===== src/rtl/daes_iter_ctrl.sv =====
// Iterative AES-128 decrypt sequencer: expands the key schedule once per key load, then drives a
// shared inverse-round unit ten times per block. Define DAES_CTRL_STATS_EN to add the blk_count output.
module daes_iter_ctrl #(
  parameter int NR  = 10,
  parameter int RCW = 4
) (
`ifdef DAES_CTRL_STATS_EN
  output logic [15:0]    blk_count,
`endif
  input  logic           clk,
  input  logic           rst,
  input  logic           key_load,
  input  logic [127:0]   key_in,
  output logic           key_ready,
  output logic           key_valid,
  input  logic           in_valid,
  output logic           in_ready,
  input  logic [127:0]   ciphertext,
  output logic           out_valid,
  input  logic           out_ready,
  output logic [127:0]   plaintext,
  output logic [127:0]   ks_in,
  output logic [RCW-1:0] ks_rc,
  input  logic [127:0]   ks_out,
  output logic [127:0]   rd_data,
  output logic [127:0]   rd_key,
  output logic           rd_final,
  input  logic [127:0]   rd_out
);
  typedef enum logic [2:0] {IDLE, KEXP, READY, ROUND, DONE} state_e;

  state_e       state_q, state_d;
  logic [127:0] rk_q [0:NR];
  logic [127:0] rk_d [0:NR];
  logic [3:0]   kcnt_q, kcnt_d, rcnt_q, rcnt_d;
  logic [127:0] st_q, st_d, pt_q, pt_d;
  logic         ov_q, ov_d, kv_q, kv_d;
  logic [3:0]   kidx, ridx;

  assign kidx = kcnt_q + 4'd1;
  assign ridx = 4'(NR) - rcnt_q;

  always_ff @(posedge clk or posedge rst) begin
    if (rst) begin
      state_q <= IDLE;
      kcnt_q  <= '0;
      rcnt_q  <= '0;
      st_q    <= '0;
      pt_q    <= '0;
      ov_q    <= 1'b0;
      kv_q    <= 1'b0;
      for (int i = 0; i <= NR; i++) rk_q[i] <= '0;
    end else begin
      state_q <= state_d;
      kcnt_q  <= kcnt_d;
      rcnt_q  <= rcnt_d;
      st_q    <= st_d;
      pt_q    <= pt_d;
      ov_q    <= ov_d;
      kv_q    <= kv_d;
      rk_q    <= rk_d;
    end
  end

  always_comb begin
    state_d = state_q;
    kcnt_d  = kcnt_q;
    rcnt_d  = rcnt_q;
    st_d    = st_q;
    pt_d    = pt_q;
    ov_d    = ov_q;
    kv_d    = kv_q;
    rk_d    = rk_q;
    case (state_q)
      IDLE: begin
        if (key_load) begin
          rk_d[0] = key_in;
          kcnt_d  = '0;
          state_d = KEXP;
        end
      end
      KEXP: begin
        rk_d[kidx] = ks_out;
        kcnt_d     = kidx;
        if (kcnt_q == 4'(NR - 1)) begin
          kv_d    = 1'b1;
          state_d = READY;
        end
      end
      READY: begin
        // a new key wins over a block offered in the same cycle
        if (key_load) begin
          rk_d[0] = key_in;
          kcnt_d  = '0;
          kv_d    = 1'b0;
          state_d = KEXP;
        end else if (in_valid) begin
          st_d    = ciphertext ^ rk_q[NR];
          rcnt_d  = 4'd1;
          state_d = ROUND;
        end
      end
      ROUND: begin
        st_d = rd_out;
        if (rcnt_q == 4'(NR)) begin
          pt_d    = rd_out;
          ov_d    = 1'b1;
          state_d = DONE;
        end else begin
          rcnt_d = rcnt_q + 4'd1;
        end
      end
      DONE: begin
        if (out_ready) begin
          ov_d    = 1'b0;
          state_d = READY;
        end
      end
      default: state_d = IDLE;
    endcase
  end

  // shared-unit buses stay at zero outside the states that own them
  always_comb begin
    key_ready = 1'b0;
    in_ready  = 1'b0;
    ks_in     = '0;
    ks_rc     = '0;
    rd_data   = '0;
    rd_key    = '0;
    rd_final  = 1'b0;
    case (state_q)
      IDLE:  key_ready = !rst;
      KEXP: begin
        ks_in = rk_q[kcnt_q];
        ks_rc = RCW'(kcnt_q);
      end
      READY: begin
        key_ready = 1'b1;
        in_ready  = 1'b1;
      end
      ROUND: begin
        rd_data  = st_q;
        rd_key   = rk_q[ridx];
        rd_final = (rcnt_q == 4'(NR));
      end
      default: ;
    endcase
  end

  assign key_valid = kv_q;
  assign out_valid = ov_q;
  assign plaintext = pt_q;

`ifdef DAES_CTRL_STATS_EN
  logic [15:0] cnt_q, cnt_d;

  always_comb begin
    cnt_d = cnt_q;
    if (key_load && (state_q == IDLE || state_q == READY)) cnt_d = '0;
    else if (state_q == DONE && out_ready && cnt_q != 16'hFFFF) cnt_d = cnt_q + 16'd1;
  end

  always_ff @(posedge clk or posedge rst) begin
    if (rst) cnt_q <= '0;
    else     cnt_q <= cnt_d;
  end

  assign blk_count = cnt_q;
`endif
endmodule


===== config.mk =====
export PLATFORM = sky130hd
export DESIGN_NAME = daes_iter_ctrl
export DESIGN_NICKNAME = d
export VERILOG_FILES = /design/src/rtl/daes_iter_ctrl.sv
export SDC_FILE = /design/constraint.sdc
export NUM_CORES = 2
export LEC_CHECK = 0
export CAP_MARGIN = 20
export CORE_AREA = 2 2 405 407
export CTS_BUF_LIST = sky130_fd_sc_hd__clkbuf_4
export DETAILED_ROUTE_END_ITERATION = 7
export DIE_AREA = 0 0 407 409
export PLACE_DENSITY_LB_ADDON = 0.3
export SYNTH_ARGS = -nofsm -noshare
export SYNTH_HDL_FRONTEND = slang
export SYNTH_SLANG_ARGS = --single-unit

===== constraint.sdc =====
create_clock -name clk -period 82.1 [get_ports clk]
set_clock_uncertainty 0.2 [all_clocks]
set_input_delay 16.42 -clock clk [delete_from_list [all_inputs] [get_ports clk]]
set_output_delay 16.42 -clock clk [all_outputs]
set_load 0.01 [all_outputs]

==> flow_summary_export.csv <==
group,metric,value,unit
die,core-area,162000,µm²
worst_setup_path,path_common_cell,"clkdlybuf4s50_1",
worst_setup_path,crit_type,"in2out",
worst_setup_path,start_kind,"input port",
drt,drt_iter0_drc,10200,
worst_setup_path,path_max_fanout,2,
die,num_io_pins,1038,
clocking,cts_tree,"done",
worst_setup_path,crit_slowest_cell,"clkdlybuf4s50_1",
worst_setup_path,critPathArrivalTime,17660,ps
place,pre_cts_ws,47810,ps
yosys,synth_cell_types,57,
worst_setup_path,required,65480,ps
yosys,syn_inst,7313,
timing,fmax,0.0292,GHz
worst_hold_path,hold_path_class,"reg2reg",
global_route,grt_pass1_wl,517,mm
clocking,ctsHoldBuffers,0,
timing,finalCritPeriodShare,41.8,%
timing,layout_min_cycle_time,34280,ps
global_route,grt.overflow.total,0,
yosys,syn_nets,7838,
place,numPortBuffers,1037,
yosys,synth-seq-cells,1677,
die,rows,148,
cells_and_area,nets,8684,
yosys,synth_ff_type,"dfrtp_1",
clocking,clk_path_buf_depth,4,
worst_hold_path,worstHoldStart,"st_q[125]$_DFFE_PP0P_",
yosys,synth_top_area_share,46.9,%
yosys,synth_edf_count,0,
yosys,ys_async_sr_fraction,100,%
place,place_congestion,0.939,
clocking,cts_setup_buffers,0,
place,dp_hpwl,213,mm
run_status,status,"finished clean",
clocking,clk_pin_slew_worst_paths,60,ps
cells_and_area,drive_gt1_share,17.8,%
die,die-area,166000,µm²
drt,drt_pass1_iterations,8,
die,initial_core_util,55.3,%
yosys,seq_area_frac_synth,46.9,%
yosys,netlist_area,89600,µm²
die,die_w,407,µm
timing,setup_violations,0,
timing,rsz0062_at_grt,"no",
cells_and_area,stdcell_area,106000,µm²
yosys,yosysWarnings,0,
timing,setup_tns,0,ps
worst_setup_path,path_cells,"clkdlybuf4s50_1, a21oi_1, clkdlybuf4s50_1",
worst_setup_path,cp-startpoint,"rst",
drt,vias,76100,
worst_setup_path,r2r-start,"kcnt_q[0]$_DFFE_PP0P_",
global_route,antenna_found_initial,96,
clocking,cts_buffers,443,
job,cap_violations,0,
clocking,htreeDepth,5,
global_route,grt.total_usage,42.6,%
clocking,clock_sinks,1677,
die,fp.dieH,409,µm
drt,drc,0,
timing,slew_violations,0,
global_route,grt_pass1_vias,76100,
cells_and_area,utilization,65.6,%
drt,drt_wl_total,359,mm
timing,slew_headroom,3.71,%
clocking,cts_resized,0,
timing,holdWs,269,ps
drt,via_per_inst,7.11,
yosys,synth_area_leaders,"dfrtp_1 (47%), mux4_2 (13%), o2bb2ai_1 (9.9%), mux2_1 (6.1%), mux2i_1 (2.9%)",
clocking,root_buffer,"clkbuf_4",
power_and_ir_drop,p_leak,42.8,nW
power_and_ir_drop,ir_drop,0.0000633,V
place,dpl-instance-area,101000,µm²
worst_setup_path,cp-end-kind,"output port",
drt,routedWlPerCell,33.5,µm
drt,ant_nets,0,
global_route,grt_max_degree,213,
cells_and_area,syn_to_final_growth,18.7,%
timing,hold_viol,0,
timing,fin_ws,47820,ps
clocking,clkLatencyLatePin,1470,ps
worst_setup_path,max_stage_delay,550,ps
timing,tightest_slew,1440,ps
yosys,synth_area_leader_cell,"dfrtp_1",
power_and_ir_drop,p_per_area,44.9,nW/µm²
yosys,synth.avg_cell_area,12.2,µm²
## flip-flops by register name (all words and copies together) (netlist names)
name / flops
rk_q: 1408
key_valid: 1
st_q: 128
out_valid: 1
kcnt_q: 4
state_q: 3
rcnt_q: 4
plaintext: 128
## per-stage QoR
step	std cells	total power, mW
floorplan	7313	3.07
global route	10700	4.96
detailed placement	9884	3.96
global placement	9884	3.87
finish	10700	4.78
CTS	10600	4.68
## cell usage in the layout (no fill, tap or decap), types with 129 or more instances in the layout
| master | instances |
|---|---|
| nand2_1 | 663 |
| mux4_2 | 512 |
| a21oi_1 | 261 |
| o2bb2ai_1 | 1008 |
| dfrtp_1 | 1674 |
| mux2_2 | 153 |
| mux2_1 | 488 |
| o21ai_0 | 132 |
| mux2i_1 | 256 |
| a22oi_1 | 129 |
| o211ai_1 | 256 |
| inv_1 | 132 |
| and2_1 | 133 |
| a22o_1 | 129 |
| nor2_1 | 141 |
| clkbuf_4 | 648 |
| clkdlybuf4s50_1 | 1037 |
| nand3_1 | 130 |
## synthesized netlist by cell type, types with 129 or more instances
cell / n
dfrtp_1: 1677
o2bb2ai_1: 1008
nand2_1: 670
mux4_2: 512
mux2_1: 488
clkbuf_1: 398
buf_2: 264
a21oi_1: 262
mux2i_1: 256
o211ai_1: 256
mux2_2: 153
nor2_1: 145
and2_1: 134
inv_1: 133
o21ai_0: 133
a22o_1: 130
nand3_1: 130
a22oi_1: 129
## area by class of cell
cell class | count | area [µm²]
fillers | 12300 | 55700
multi-input cells | 4740 | 44000
flip-flops and latches | 1677 | 42000
repair buffers | 1162 | 11600
clock buffers | 648 | 4860
well taps | 2175 | 2720
inverters | 135 | 514
clock inverters | 103 | 469
diodes | 71 | 178
## path summary, 6_finish.rpt
kind	end	cells after the start	slack [ps]
max	key_ready	3	47820
min in group asynchronous	rk_q[1298]$_DFFE_PP0P_	2	15390
max in group asynchronous	rk_q[1117]$_DFFE_PP0P_	9	61920
min reg2reg	st_q[125]$_DFFE_PP0P_	2	270
max reg2reg	rk_q[1148]$_DFFE_PP0P_	8	75900
min	st_q[125]$_DFFE_PP0P_	2	270
## metal layers
metal	track usage, %	vias up	routed length [µm]	share of wire (%)
met2	58.9	6247	153000	43
met3	18.3	1460	54400	15
li1	-	30200	-	-
met1	52.5	38200	122000	34
met4	32.5	30	28800	8.0
met5	0	-	184	0.051
## critical path, delay by kind of cell
family / cells / cell delay, ps
AO/OA/AOI/OAI: 1 / 180
buffers and inverters: 2 / 1060
## logic make-up after synthesis
| logic type | count (synthesis) | synth area share, % |
|---|---|---|
| buffers and inverters | 896 | 4.32 |
| muxes | 1409 | 23.8 |
| xor gates and xnor gates | 130 | 1.27 |
| adders and majority gates | 8 | 0.112 |
| DFF | 1677 | 46.9 |
| and+or+nand+nor | 1110 | 5.33 |
| AOI/OAI and AO/OA | 2083 | 18.3 |
## report_power, final
part / leakage, nW / switching, mW / internal (mW)
Clock: 3.21 / 0.365 / 0.364
Combinational: 18.7 / 1.38 / 1.10
Sequential: 20.9 / 0.367 / 1.20
Total: 42.8 / 2.12 / 2.66
(Power assumes the default switching activity.)
